File: src/rtl/frame_spill_ctrl.sv
// frame_spill_ctrl: call/return sequencer for the register-file frame save path.
// A call snapshots the 16-word frame and spills it word by word to a downward-growing
// stack in data memory; a return refills the frame from the stack and pulses restore
// so the register file reloads it.
module frame_spill_ctrl #(
  parameter int          DATA_W     = 16,
  parameter int          NWORDS     = 16,
  parameter logic [15:0] STACK_BASE = 16'h7FFF,
  parameter int          MAX_DEPTH  = 8,
  parameter int          DEPTH_W    = 4
) (
  input  logic                       clk,
  input  logic                       rst_n,
  input  logic                       call,
  input  logic                       ret,
  input  logic [DATA_W*NWORDS-1:0]   fcOut,
  output logic [DATA_W*NWORDS-1:0]   fcIn,
  output logic                       restore,
  output logic                       busy,
  output logic                       done,
  output logic                       err,
  output logic [DEPTH_W-1:0]         depth,
  output logic                       mem_req,
  output logic                       mem_we,
  output logic [15:0]                mem_addr,
  output logic [DATA_W-1:0]          mem_wdata,
  input  logic [DATA_W-1:0]          mem_rdata,
  input  logic                       mem_ack
);

  localparam int                 K_W    = $clog2(NWORDS);
  localparam logic [K_W-1:0]     K_LAST = K_W'(NWORDS - 1);
  localparam logic [15:0]        FRAME  = 16'(NWORDS);
  localparam logic [DEPTH_W-1:0] MAX_D  = DEPTH_W'(MAX_DEPTH);

  typedef enum logic [1:0] {IDLE, SPILL, FILL, RESTORE} state_t;

  state_t                     state, state_nxt;
  logic [K_W-1:0]             k;
  logic [15:0]                sp;
  logic [15:0]                k_ext;
  logic [DATA_W*NWORDS-1:0]   shadow;
  logic                       start_spill, start_fill, reject, last_word;

  // A simultaneous call and ret resolves to the call; a refused request only raises err.
  assign start_spill = (state == IDLE) && call && (depth < MAX_D);
  assign start_fill  = (state == IDLE) && ret && !call && (depth != '0);
  assign reject      = (state == IDLE) && (call || ret) && !start_spill && !start_fill;
  assign last_word   = mem_ack && (k == K_LAST);
  assign k_ext       = {{(16-K_W){1'b0}}, k};

  // State register.
  always_ff @(posedge clk or negedge rst_n) begin
    if (!rst_n) state <= IDLE;
    else        state <= state_nxt;
  end

  // Next-state logic and memory-port drive; the port is all zeros outside a transfer.
  always_comb begin
    state_nxt = state;
    mem_req   = 1'b0;
    mem_we    = 1'b0;
    mem_addr  = 16'h0000;
    mem_wdata = '0;
    case (state)
      IDLE: begin
        if (start_spill)     state_nxt = SPILL;
        else if (start_fill) state_nxt = FILL;
      end
      SPILL: begin
        mem_req   = 1'b1;
        mem_we    = 1'b1;
        mem_addr  = sp - k_ext;
        mem_wdata = shadow[k*DATA_W +: DATA_W];
        if (last_word) state_nxt = IDLE;
      end
      FILL: begin
        mem_req  = 1'b1;
        mem_addr = sp + FRAME - k_ext;
        if (last_word) state_nxt = RESTORE;
      end
      RESTORE: state_nxt = IDLE;
      default: state_nxt = IDLE;
    endcase
  end

  assign busy    = (state != IDLE);
  assign restore = (state == RESTORE);

  // Word index, stack pointer, depth and the completion/error pulses.
  always_ff @(posedge clk or negedge rst_n) begin
    if (!rst_n) begin
      k     <= '0;
      sp    <= STACK_BASE;
      depth <= '0;
      done  <= 1'b0;
      err   <= 1'b0;
    end else begin
      done <= ((state == SPILL) && last_word) || (state == RESTORE);
      err  <= reject;
      case (state)
        IDLE: k <= '0;
        SPILL: begin
          if (mem_ack) k <= k + 1'b1;
          if (last_word) begin
            sp    <= sp - FRAME;
            depth <= depth + 1'b1;
          end
        end
        FILL: if (mem_ack) k <= k + 1'b1;
        RESTORE: begin
          k     <= '0;
          sp    <= sp + FRAME;
          depth <= depth - 1'b1;
        end
        default: k <= '0;
      endcase
    end
  end

  // Frame snapshot taken on the accepting edge so later fcOut changes cannot leak in.
  always_ff @(posedge clk) begin
    if (start_spill) shadow <= fcOut;
  end

  // Restored frame is assembled word by word and held until the next fill.
  always_ff @(posedge clk or negedge rst_n) begin
    if (!rst_n)                        fcIn <= '0;
    else if (state == FILL && mem_ack) fcIn[k*DATA_W +: DATA_W] <= mem_rdata;
  end

endmodule
File: config.mk
export PLATFORM = sky130hd
export DESIGN_NAME = frame_spill_ctrl
export DESIGN_NICKNAME = d
export VERILOG_FILES = /design/src/rtl/frame_spill_ctrl.sv
export SDC_FILE = /design/constraint.sdc
export NUM_CORES = 1
export LEC_CHECK = 0
export BUFFER_PORTS_ARGS = -buffer_cell sky130_fd_sc_hd__buf_4
export CAP_MARGIN = 20
export CORE_AREA = 3 3 220 222
export CTS_BUF_LIST = sky130_fd_sc_hd__clkbuf_2 sky130_fd_sc_hd__clkbuf_4 sky130_fd_sc_hd__clkbuf_8
export CTS_CLUSTER_DIAMETER = 40
export DETAILED_ROUTE_END_ITERATION = 7
export DIE_AREA = 0 0 223 225
export PLACE_DENSITY = 0.72
export SYNTH_ARGS = -nofsm -noshare
export SYNTH_HDL_FRONTEND = slang
export SYNTH_SLANG_ARGS = --single-unit
File: constraint.sdc
create_clock -name clk -period 7.4 [get_ports clk]
set_input_delay 0 -clock clk [delete_from_list [all_inputs] [get_ports clk]]
set_output_delay 0 -clock clk [all_outputs]
set_load 0.05 [all_outputs]
==> impl_metrics.csv <==
group,metric,value,unit
synth,syn-cell-area,0.0214,mm²
synth,synthDominantCellAreaShare,35.9,%
critical_path,timing.rr.start,"k[0]",
critical_path,critical-path-max-stage-delay,1.05,ns
run,maxCapViolCount,0,
detailed_routing,detailedRoute.firstPassIterationCount,7,
sta,final.period_utilization,52.6,%
power_and_ir_drop,pwr-share-seq,40.0,%
detailed_routing,top_routing_layer_in_use,"met5",
critical_path,critical_path.cell_chain,"buf_4 -> mux4_2 -> mux2i_1 -> o22ai_1 -> buf_4",
detailed_routing,drt-total-wl,75700,µm
power_and_ir_drop,swShare,34.6,%
critical_path,start_kind,"flop",
detailed_routing,route.antenna.remaining_nets,0,
clock_network,cts-root-to-sink-buffers,3,
synth,synth.mux.area_fraction,12.6,%
synth,synth-compound-area-share,6.32,%
synth,postSynth.topFlopCell,"sky130_fd_sc_hd__dfrtp_1",
clock_network,cts_sinks,536,
floorplanning,placement_rows,79,
critical_path,crit_arrival,3.90,ns
power_and_ir_drop,power_density,294,mW/mm²
grt,first_global_vias,17587,
clock_network,post_cts_resize_count,0,
synth,synth_top_family_by_area,"multiplexers",
place,dp_hpwl,46500,µm
synth,asyncSetResetFlopFracSynth,52.2,%
sta,worst_clock_skew,0.0255,ns
grt,grt_start_max_net_pins,178,
min_path,hold-path-endpoint,"shadow[208]",
clock_network,numCtsBuffers,90,
critical_path,worst-r2r-setup-slack,3.77,ns
synth,synthMostInstantiatedCell,"sky130_fd_sc_hd__nand2_1",
synth,synth-seq-area-share,68.6,%
detailed_routing,drt_via_density,5.44,
detailed_routing,met2RoutedLength,38700,µm
sta,period_minus_slack,3.90,ns
synth,yosys-top-cells-count,"sky130_fd_sc_hd__nand2_1, sky130_fd_sc_hd__dfrtp_1, sky130_fd_sc_hd__edfxtp_1, sky130_fd_sc_hd__o21ai_0, sky130_fd_sc_hd__mux2_2",
synth,postSynthAreaPerCell,14.2,µm²
sta,top_achievable_clock_speed,0.257,GHz
synth,syn-num-nets,1802,
critical_path,critPathBufInv,2,
sta,finalMaxSlewViolations,0,
critical_path,critPathSlowestCell,"sky130_fd_sc_hd__dfrtp_4",
floorplanning,io_pins,575,
power_and_ir_drop,clkPwrFrac,30.6,%
synth,post_synth_adder_cell_area,0.852,%
power_and_ir_drop,p_comb_share,29.5,%
detailed_routing,drc,0,
critical_path,crit_type,"flop to output port",
synth,synth-simple-area-share,8.06,%
critical_path,worstPathRequired,7.40,ns
min_path,holdCritStartpoint,"fcOut[208]",
min_path,worst_hold_path.num_cells,2,
floorplanning,initial_core_util,46.0,%
clock_network,clock_tree_from_tritoncts,"done",
synth,fraction_of_synthesized_cell_area_in_xor_and_xnor_cells,1.19,%
floorplanning,die_w,223,µm
min_path,min-delay-path-class,"primary input to flop",
grt,antenna_found_initial,12,
sta,fin_tns_setup,0,ns
synth,yosys_warnings,0,
synth,post_synth_main_area_contributors,"sky130_fd_sc_hd__edfxtp_1, sky130_fd_sc_hd__dfrtp_1, sky130_fd_sc_hd__mux4_2",
detailed_routing,routed-wl-met3,6370,µm
detailed_routing,detailedRoute.firstIterationViolations,1832,
floorplanning,core_area,0.0466,mm²
floorplanning,die_area,0.0502,mm²
grt,global_route_wire_length_before_repair,113000,µm
synth,yosysTopAreaCell,"sky130_fd_sc_hd__edfxtp_1",
sta,tightestPinTransition,1.10,ns
critical_path,worstSetupStartpoint,"k[0]",
clock_network,clk_root_buffer_cell,"sky130_fd_sc_hd__clkbuf_8",
sta,report.final.setup_viol,0,
clock_network,clock_latency,0.68,ns
power_and_ir_drop,power_switching,3250,µW
floorplanning,die_h,225,µm
power_and_ir_drop,ir_worst_vdd,0.329,mV
synth,ys_ff_latch,536,
critical_path,worst_path_most_repeated_cell,"sky130_fd_sc_hd__buf_4",
place,io_buffers,574,
sta,grt_setup_unrepaired,"false",
critical_path,path_delay_family,"multiplexers",
synth,synth-edff-count,256,
final_layout,drive_above_1_share,36.3,%
place,placedInstanceArea,0.0262,mm²
sta,slew_headroom,26.5,%
synth,syn_inst,1511,
critical_path,crit-reg2reg-capture,"fcIn[65]",
power_and_ir_drop,static-leakage-power,0.0137,µW
detailed_routing,routedLengthMet1,27000,µm
detailed_routing,routed_wire_length_per_instance,24.2,µm
detailed_routing,routed-via-count,17047,
status,outcome,"complete, no violations",
clock_network,ctsHtreeMaxLevel,3,
power_and_ir_drop,power_report.internal_total,6140,µW
final_layout,total_nets_final,2740,
critical_path,critPathCaptureType,"output port",
critical_path,number_of_cells_on_the_worst_reg_to_reg_path,5,
grt,grt-ovfl-total,0,
critical_path,critPathMaxFanout,51,
final_layout,postLayoutCellArea,0.0319,mm²
grt,grt_util_all_layers,29.8,%
clock_network,path_clk_slew,0.06,ns
synth,ys_types,55,
sta,final_hold_viol_count,0,
final_layout,syn_to_final_growth,49.0,%
place,gp_congestion,0.861,
## cells by family (layout without fill, tap and decap cells)
| kind of cell | after synthesis | count (layout) |
|---|---|---|
| compound gates | 238 | 238 |
| xor+xnor | 29 | 29 |
| fa+ha+maj | 14 | 14 |
| buf+inv | 119 | 1126 |
| flops | 536 | 536 |
| mux | 180 | 180 |
| other cells | 0 | 11 |
| simple gates | 395 | 395 |
## cell type report
cell class                      count  area, µm²
Antenna cell                       11       27.5
Timing Repair Buffer              953       8190
Clock inverter                     31        314
Fill cell                        3011      14600
Multi-Input combinational cell    856       6240
Tap cell                          607        759
Sequential cell                   536      14700
Clock buffer                      130       1620
Inverter                           12       52.6
## repair_timing
| action | in CTS | in global routing |
|---|---|---|
| setup buffers | 0 | 0 |
| endpoints found under the hold margin | 623 | 0 |
| hold buffers | 363 | 0 |
## metal layers
metal	GRT usage, %	up-vias
li1	-	7410
met1	35.5	8398
met2	51.2	1041
met3	6.92	196
met4	15.2	2
met5	0	-
## cell usage in the layout (no fill, tap or decap), drive strengths merged, types with 13 or more instances in the layout
cell and n:
buf 591, dlygate4sd3 362, nand2 288, dfrtp 269, edfxtp 256, o21ai 156
clkbuf 130, mux2 82, mux4 64, mux2i 34, o31ai 32, and3 26
nor2 23, clkinv 22, xor2 18, o22ai 16, a21oi 14, ha 13
inv 13
## state kept, by name, indices dropped and copies added (netlist names)
name	flops
done	1
k	4
state	2
shadow	256
sp	12
depth	4
err	1
fcIn	256
## per-stage QoR
stage | hold WS [ns] | setup slack [ns] | instances | total power (µW) | utilization (%)
after floorplan | -0.296 | 0.366 | 1511 | 5510 | -
after global placement | 0.0928 | 3.74 | 2594 | 6290 | 56.2
after detailed placement | 0.0960 | 3.69 | 2595 | 6350 | 56.3
after CTS | 0.00000444 | 3.33 | 3119 | 9310 | 68.3
after global routing | 0.0300 | 3.23 | 3133 | 9760 | 68.6
final | 0.0615 | 3.50 | 3136 | 9390 | 68.6
## worst max-delay path by stage
stage                                to  slack (ns)  cells after the start
after floorplan                state[0]        0.37                      5
after global placement        fcIn[112]        3.74                      5
after detailed placement       fcIn[66]        3.69                      5
after CTS                 mem_wdata[15]        3.33                      5
after global routing      mem_wdata[12]        3.23                      5
final                     mem_wdata[13]        3.50                      5
## power by group through the flow
stage,Combinational [µW],Sequential [µW],Clock (µW)
2_1_floorplan,1660,3850,0
6_report,2770,3750,2870
3_3_place_gp,2530,3770,0
4_1_cts,2730,3730,2850
5_1_grt,2930,3790,3040
3_5_place_dp,2570,3780,0
Note: power is estimated with default switching activity, not from simulation.
